`src/rtl/cache_fill_pkg.sv`:
```
// Shared types and constants for the cache fill controller.
//   fill_state_t    : controller FSM states
//   WORDS_PER_BLK   : words per cache block
//   CNT_W           : width of the issue/return word counters (counts 0..8)
//   BLK_OFFSET_MASK : byte-offset bits inside a block (16-byte blocks)
//   LAST_WORD       : return index that completes a block fill
package cache_fill_pkg;

  typedef enum logic [1:0] {
    IDLE   = 2'd0,
    FILL_D = 2'd1,
    FILL_I = 2'd2
  } fill_state_t;

  localparam int WORDS_PER_BLK   = 8;
  localparam int CNT_W           = 4;
  localparam int BLK_OFFSET_MASK = 2 * WORDS_PER_BLK - 1;
  localparam logic [CNT_W-1:0] LAST_WORD = CNT_W'(WORDS_PER_BLK - 1);

endpackage

```
`src/rtl/fill_word_counter.sv`:
```
// Word counter for one side of a block fill (issue or return).
// Ports:
//   clk, rst : clock, synchronous active-high reset
//   clr      : clear to 0 (wins over inc)
//   inc      : advance by one; ignored once the count has reached 8
//   count    : current word index, 0..8
//   done     : count has reached WORDS_PER_BLK
module fill_word_counter
  import cache_fill_pkg::*;
(
  input  logic             clk,
  input  logic             rst,
  input  logic             clr,
  input  logic             inc,
  output logic [CNT_W-1:0] count,
  output logic             done
);

  assign done = (count == CNT_W'(WORDS_PER_BLK));

  // Saturates at WORDS_PER_BLK so a stray inc can never wrap the index.
  always_ff @(posedge clk) begin
    if (rst || clr) begin
      count <= '0;
    end else if (inc && !done) begin
      count <= count + 1'b1;
    end
  end

endmodule

```
`src/rtl/cache_fill_controller.sv`:
```
// Sole master of the 4-cycle pipelined main memory. Arbitrates D-cache
// misses, I-cache misses and write-through stores, sequences 8-word block
// fills and drives the global pipeline stall while a fill is in progress.
// Ports:
//   clk, rst                 : clock, synchronous active-high reset
//   icache_miss/_miss_addr   : I-cache miss request and missing address
//   dcache_miss/_miss_addr   : D-cache miss request and missing address
//   store_req/_addr/_data    : write-through store from the MEM stage
//   stall_n                  : low freezes the pipeline
//   icache_fill_*/icache_wr_*: fill word bus and write enables to I-cache
//   dcache_fill_*/dcache_wr_*: fill word bus and write enables to D-cache
//   mem_addr/_data_in/_enable/_wr : memory request side
//   mem_data_out/_data_valid : memory read return side
//   fill_state               : current FSM state (observation only)
// Handshake: memory accepts one request per cycle whenever mem_enable is
// high (no back-pressure); each read returns exactly once, in order, with
// mem_data_valid high for one cycle MEM_LATENCY cycles after issue.
module cache_fill_controller
  import cache_fill_pkg::*;
#(
  parameter int ADDR_W = 16,
  parameter int DATA_W = 16
) (
  input  logic              clk,
  input  logic              rst,
  input  logic              icache_miss,
  input  logic [ADDR_W-1:0] icache_miss_addr,
  input  logic              dcache_miss,
  input  logic [ADDR_W-1:0] dcache_miss_addr,
  input  logic              store_req,
  input  logic [ADDR_W-1:0] store_addr,
  input  logic [DATA_W-1:0] store_data,
  output logic              stall_n,
  output logic [ADDR_W-1:0] icache_fill_addr,
  output logic [DATA_W-1:0] icache_fill_data,
  output logic              icache_wr_data,
  output logic              icache_wr_tag,
  output logic [ADDR_W-1:0] dcache_fill_addr,
  output logic [DATA_W-1:0] dcache_fill_data,
  output logic              dcache_wr_data,
  output logic              dcache_wr_tag,
  output logic [ADDR_W-1:0] mem_addr,
  output logic [DATA_W-1:0] mem_data_in,
  output logic              mem_enable,
  output logic              mem_wr,
  input  logic [DATA_W-1:0] mem_data_out,
  input  logic              mem_data_valid,
  output fill_state_t       fill_state
);

  fill_state_t       state_q, state_d;
  logic [ADDR_W-1:0] base_q, base_d;
  logic [CNT_W-1:0]  issue_cnt, ret_cnt;
  logic              issue_done, ret_done;
  logic              issue_inc, ret_inc, cnt_clr;
  logic [ADDR_W-1:0] fill_addr;
  logic [DATA_W-1:0] fill_data;

  assign fill_state = state_q;

  fill_word_counter u_issue_cnt (
    .clk   (clk),
    .rst   (rst),
    .clr   (cnt_clr),
    .inc   (issue_inc),
    .count (issue_cnt),
    .done  (issue_done)
  );

  fill_word_counter u_ret_cnt (
    .clk   (clk),
    .rst   (rst),
    .clr   (cnt_clr),
    .inc   (ret_inc),
    .count (ret_cnt),
    .done  (ret_done)
  );

  always_ff @(posedge clk) begin
    if (rst) begin
      state_q <= IDLE;
      base_q  <= '0;
    end else begin
      state_q <= state_d;
      base_q  <= base_d;
    end
  end

  // Fill word bus is shared by both caches; only the write enables differ.
  assign icache_fill_addr = fill_addr;
  assign icache_fill_data = fill_data;
  assign dcache_fill_addr = fill_addr;
  assign dcache_fill_data = fill_data;

  always_comb begin
    state_d        = state_q;
    base_d         = base_q;
    issue_inc      = 1'b0;
    ret_inc        = 1'b0;
    cnt_clr        = 1'b0;
    mem_enable     = 1'b0;
    mem_wr         = 1'b0;
    mem_addr       = '0;
    mem_data_in    = '0;
    fill_addr      = '0;
    fill_data      = '0;
    icache_wr_data = 1'b0;
    icache_wr_tag  = 1'b0;
    dcache_wr_data = 1'b0;
    dcache_wr_tag  = 1'b0;
    // A raw miss stalls in the same cycle, before the FSM has reacted.
    stall_n        = (state_q == IDLE) && !icache_miss && !dcache_miss;

    case (state_q)
      IDLE: begin
        // Counters held at 0 here; late memory returns fall through unused.
        cnt_clr = 1'b1;
        if (dcache_miss) begin
          state_d = FILL_D;
          base_d  = dcache_miss_addr & ~ADDR_W'(BLK_OFFSET_MASK);
        end else if (icache_miss) begin
          state_d = FILL_I;
          base_d  = icache_miss_addr & ~ADDR_W'(BLK_OFFSET_MASK);
        end else if (store_req) begin
          mem_enable  = 1'b1;
          mem_wr      = 1'b1;
          mem_addr    = store_addr;
          mem_data_in = store_data;
        end
      end

      FILL_D, FILL_I: begin
        if (!issue_done) begin
          mem_enable = 1'b1;
          mem_addr   = base_q + ADDR_W'({issue_cnt, 1'b0});
          issue_inc  = 1'b1;
        end
        if (mem_data_valid && !ret_done) begin
          fill_addr = base_q + ADDR_W'({ret_cnt, 1'b0});
          fill_data = mem_data_out;
          ret_inc   = 1'b1;
          if (state_q == FILL_D) dcache_wr_data = 1'b1;
          else                   icache_wr_data = 1'b1;
          // Tag goes in with the last word so the line turns valid complete.
          if (ret_cnt == LAST_WORD) begin
            if (state_q == FILL_D) dcache_wr_tag = 1'b1;
            else                   icache_wr_tag = 1'b1;
            state_d = IDLE;
            cnt_clr = 1'b1;
          end
        end
      end

      default: state_d = IDLE;
    endcase
  end

endmodule

```
`config.mk`:
```
export PLATFORM = sky130hd
export DESIGN_NAME = cache_fill_controller
export DESIGN_NICKNAME = d
export VERILOG_FILES = /design/src/rtl/cache_fill_pkg.sv /design/src/rtl/fill_word_counter.sv /design/src/rtl/cache_fill_controller.sv
export SDC_FILE = /design/constraint.sdc
export NUM_CORES = 1
export LEC_CHECK = 0
export BUFFER_PORTS_ARGS = -buffer_cell sky130_fd_sc_hd__buf_2
export CORE_MARGIN = 2
export CORE_UTILIZATION = 35
export CTS_CLUSTER_SIZE = 12
export DETAILED_ROUTE_END_ITERATION = 16
export MAX_ROUTING_LAYER = met4
export PLACE_DENSITY = 0.78
export SLEW_MARGIN = 20
export SYNTH_ARGS = -nofsm -noshare
export SYNTH_HDL_FRONTEND = slang
export SYNTH_SLANG_ARGS = --single-unit
```
`constraint.sdc`:
```
create_clock -name clk -period 1.6 [get_ports clk]
set_input_delay 0.08 -clock clk [delete_from_list [all_inputs] [get_ports clk]]
set_output_delay 0.08 -clock clk [all_outputs]
set_load 0.005 [all_outputs]
```
### Word-level counts from Yosys, hierarchy flattened

Index checks and enable logic that the tools add are counted.

| cells by class | value |
|---|---|
| eq/ne operators | 8 |
| muxes and demuxes | 44 |
| add/sub/neg operators | 4 |
| reductions and logical operators | 15 |

Operators with widths:

| cell | count |
|---|---|
| 16-bit 2-to-1 mux | 14 |
| 16-bit by 5-bit adder with 16-bit output | 2 |
| 16-bit one-hot mux with 2 select lines | 1 |
| 1-bit 2-to-1 mux | 22 |
| 4-bit by 1-bit adder with 4-bit output, second input constant | 2 |
| 4-bit == test, second input constant | 2 |
| 2-bit 2-to-1 mux | 4 |
| 1-bit logical AND | 5 |
| 4-bit by 3-bit == test with 1-bit output, second input constant | 1 |
| 1-bit zero test | 4 |
| 2-bit != test, second input constant | 2 |
| 1-bit one-hot mux with 2 select lines | 2 |
| 2-bit one-hot mux with 2 select lines | 1 |
| 3-bit != test, second input constant | 1 |
| 3-bit AND reduction | 1 |
| 2-bit by 1-bit == test with 1-bit output, second input constant | 1 |
| 2-bit == test, second input constant | 1 |
| 2-bit zero test | 1 |
| 2-bit AND reduction | 1 |
| 2-bit nonzero test | 1 |
| 2-bit OR reduction | 1 |
| 1-bit logical OR | 1 |

| storage, ports and cells | value |
|---|---|
| bits in registers | 26 |
| word-level logic and storage cells | 75 |

### Longest topological paths before layout

| logic depth | value |
|---|---|
| depth in word-level cells | 6 |
| mapped depth | 9 |
| gate-level depth less buffers | 6 |

### Modules after synthesis

Synthesis repeated with hierarchy kept, for this count alone.

| unflattened totals | value |
|---|---|
| cell total of the unflattened synthesis | 303 |
| area, all modules | 2,326.0 µm² |

By module, submodules not included:

| module | instances | area each (µm²) | cells an instance |
|---|---|---|---|
| cache_fill_controller | 1 | 1,878.1 | 253 |
| fill_word_counter | 2 | 224.0 | 25 |

### Worst setup path before layout

No wires, ideal clock.

| timing | value |
|---|---|
| path kind | reg-to-output |
| start point | reg state_q[0] (netlist: fill_state[0]) |
| end point | out icache_fill_data[0] |
| arrival time | 1.728 ns |
| path buffers | 3 |
| data required time | 1.520 ns |
| setup slack | -0.208 ns |
| stages on the path, launching flop included | 9 |
| path through | dfxtp_1 inv_1 ha_1 buf_2 nand2_1 a31oi_2 clkbuf_1 and2_1 buf_4 |

| between the ends | value |
|---|---|
| word-level cells in the longest chain between the ends | 3 |
| elaborated cells between the ends (all ways) | 4 |
| classes of those cells | eq/ne (2); mux (1); reduce/logical (1) |

Ends and longest elaborated chain:

| element | RTL line | RTL |
|---|---|---|
| from (decl) | cache_fill_controller.sv:51 | `fill_state_t state_q, state_d;` |
| from (signal assigned) | cache_fill_controller.sv:84 | `state_q <= state_d;` |
| 2-bit by 1-bit == test with 1-bit output or 2-bit == test (tied branches) | cache_fill_controller.sv:114 | `case (state_q)` |
| 2-bit OR reduction (*) | cache_fill_controller.sv:114 |  |
| 16-bit 2-to-1 mux (*) | cache_fill_controller.sv:114 |  |
| to (decl) | cache_fill_controller.sv:35 | `output logic [DATA_W-1:0] icache_fill_data,` |

Every way passes the cells marked *; elsewhere a longest branch is shown, timed or not.

### Worst setup path after layout

| timing | value |
|---|---|
| start point | reg state_q[1] (netlist: fill_state[1]) |
| end point | out icache_fill_data[15] |

The elaborated chain is that of the path after synthesis.

==> out/summary.txt <==
multiplexer share of the synthesized area = 5.80%
Synth Area in Simple Gates = 27.3%
Worst Setup Slack, final = -0.219 ns
First DRT Iteration DRCs = 113
Mapped Avg Cell Area = 7.84 um2
Starting Density = 35.7%
Tot GR Track Use = 20.7%
pin count of the biggest net entering global routing = 25
drt total wl = 8200 um
worst min path class = in -> reg
htree depth = 1
Synth cell types = 40
Avg WL per Cell = 15.2 um
top_reg_cell synth = dfxtp_1
Clock Root Buffer = clkbuf_8
Post-synth ARST share = 0%
CP Cell Sequence = inv_2, ha_4, nand2_4, a31oi_4, buf_6, buf_6, and2_4, buf_6
Worst-path clk slew = 0.08 ns
synthesized flop and latch total = 22
Synth-to-Final Area Change = 82.0%
VDD IR-drop max = 644 uV
most frequent cell on the critical path = buf_6
final hold violations = 0
CP endpoint kind = output pin
clk buf depth = 2
Post-synth EDFFs = 0
Largest stage delay, worst path = 0.35 ns
initial antenna violation count = 0
FF+latch area = 464 um2
Hold Buf Count CTS = 0
Sw Pwr = 0.00197 W
# fillers = 483
fin nets = 563
Min Clock Period, post-route = 1.82 ns
kind of critical path = reg -> out
Antenna diodes = 0
Num CTS Buffers = 3
Crit-path slowest cell = dfxtp_2
gpl congestion = 0.872
total grt overflow = 0
Overall Power = 0.00477 W
combinational power share = 72.3%
Final HPWL DP = 5560 um
Leak Pwr = 2.03 nW
Gate Count Post-Synth = 286
arrival time worst endpoint = 1.74 ns
DR vias/cell = 4.95
post-synth top area share = 19.6%
sequential power share = 19.2%
TritonCTS clock tree = yes
vias in the first global route = 2574
first-pass GRT wire length = 11800 um
XOR/XNOR Fraction of Synth Area = 8.59%
total clock sinks = 22
Setup WS pre-CTS = -0.0584 ns
post-route ant nets = 0
Area contributors post-synth = dfxtp_1 (20%), buf_4 (11%), and2_1 (10%)
post-synthesis adder-cell area fraction = 6.70%
clock network latency to the later pin of the worst-skew pair = 0.26 ns
fin cells = 541
Die Ht = 84.0 um
yosys warns = 0
input/output buffers = 180
R2R Setup Slk = 0.10 ns
Worst Setup Start Kind = flip-flop
# placed instances = 518
row count = 29
drt drc = 0
final worst-path cycle share = 114%
vias = 2677
Clk pwr share = 8.5%
Worst EP required = 1.52 ns
Slew Viols, Final = 0
Seq/Total Area, Yosys = 19.6%
footprint of the multi-input gates = 1830 um2
run status = finished with violations
Final setup viols = 97
Core ar. = 6280 um2
crit-path max FO = 4
Clock Skew = 0.00457 ns
biggest area consumer among synthesized cells = dfxtp_1
Ports = 191
share of post-route cells with drive strength above 1 = 69.0%
die width = 84.0 um
main combinational cell family by area after synthesis = simple AND/OR/NAND/NOR gates
Post-Syn Area = 2240 um2
PD cells = 1170 nW/um2
Max-Cap Viols = 0
post-synthesis compound-gate area fraction = 15.0%
cell-internal power = 0.00280 W
RSZ-0062 raised after global routing = yes
die area = 7060 um2
Switching Share = 41.2%
failing checks = negative setup slack
Pre-antenna DRT Iters = 6
Fmax = 550 MHz
==> metrics by stage <==
| stage | cell area [um2] | utilization, % | hold slack (ns) | TNS (ns) |
|---|---|---|---|---|
| floorplan | 2430 | - | 0.145 | -0.0809 |
| global placement | 3240 | 51.6 | 0.429 | 0 |
| detailed placement | 3240 | 51.6 | 0.428 | -0.748 |
| CTS | 3790 | 60.4 | 0.153 | -13.77 |
| global route | 4080 | 65.0 | 0.174 | -19.46 |
| finish | 4080 | 65.0 | 0.149 | -14.13 |
==> placed cells by master (no fill, tap or decap), types with 8 or more instances in the layout <==
| cell type | count |
|---|---|
| nand2_1 | 9 |
| nor2_4 | 10 |
| mux2i_1 | 13 |
| a22o_1 | 14 |
| dfxtp_2 | 10 |
| and2_4 | 33 |
| xnor2_1 | 8 |
| nor2_1 | 21 |
| dfxtp_1 | 9 |
| a211oi_1 | 12 |
| buf_2 | 129 |
| buf_4 | 26 |
| xor2_1 | 9 |
| buf_6 | 65 |
==> sequential cells by signal (all words and copies together), names as in the netlist <==
| name | count |
|---|---|
| base_q | 12 |
| fill_state | 2 |
| u_issue_cnt.count | 4 |
| u_ret_cnt.count | 4 |
==> final timing paths <==
kind | from | to | cells after the start
max reg2reg | fill_state[1] | u_ret_cnt.count[2] | 8
min reg2reg | u_ret_cnt.count[1] | u_ret_cnt.count[1] | 2
max | fill_state[1] | icache_fill_data[15] | 8
min | icache_miss_addr[10] | base_q[10] | 3
==> power groups by stage <==
stage	sequential, W	combinational [W]	clock (W)
after floorplan	0.000855	0.00174	0
after global placement	0.000874	0.00245	0
after detailed placement	0.000889	0.00250	0
after CTS	0.000893	0.00318	0.000414
after global routing	0.000941	0.00370	0.000436
final	0.000915	0.00345	0.000405
==> critical path: cells and delay by family (launching register included) <==
family                   cells  cell delay (ns)
buffers and inverters        4             0.40
AND/OR/NAND/NOR              2             0.22
AO/OA/AOI/OAI                1             0.23
adder cells (fa/ha/maj)      1             0.28
flip-flops                   1             0.35
==> cell usage after synthesis (all sizes together), types with 2 or more instances <==
master,instances
a211oi,12
a21oi,7
a22o,14
a31oi,2
and2,37
and3b,2
and4,3
buf,44
clkbuf,7
dfxtp,22
ha,12
inv,7
mux2i,13
nand2,10
nand3,8
nand4,6
nor2,34
nor2b,2
nor3,3
nor3b,3
o21ai,3
or3,2
xnor2,10
xor2,12
==> cell families after synthesis <==
group / after synthesis
multiplexers: 13
buffers and inverters: 58
XOR/XNOR: 22
flip-flops: 22
AND/OR/NAND/NOR: 113
other: 1
AO/OA/AOI/OAI: 45
adder cells (fa/ha/maj): 12
==> per-layer routing <==
metal	routed length, um	vias to the layer above	track usage, %
met2	4430	121	38.7
met5	0	-	-
met3	455	16	1.58
met4	197	0	6.74
met1	3120	1242	23.1
li1	-	1298	-
==> cell type report <==
| class | count | area share [%] |
|---|---|---|
| multi-input cells | 209 | 44.7 |
| repair buffers | 222 | 39.5 |
| flip-flops and latches | 22 | 11.4 |
| inverters | 7 | 0.644 |
| clock buffers | 4 | 1.35 |
| well taps | 77 | 2.36 |
==> timing repair <==
action,in CTS,in global routing
resized for setup,75,71
gates cloned,4,2
setup endpoints to repair,92,103
pin swaps,26,45
setup buffers,14,4
Note: power is estimated with default switching activity, not from simulation.
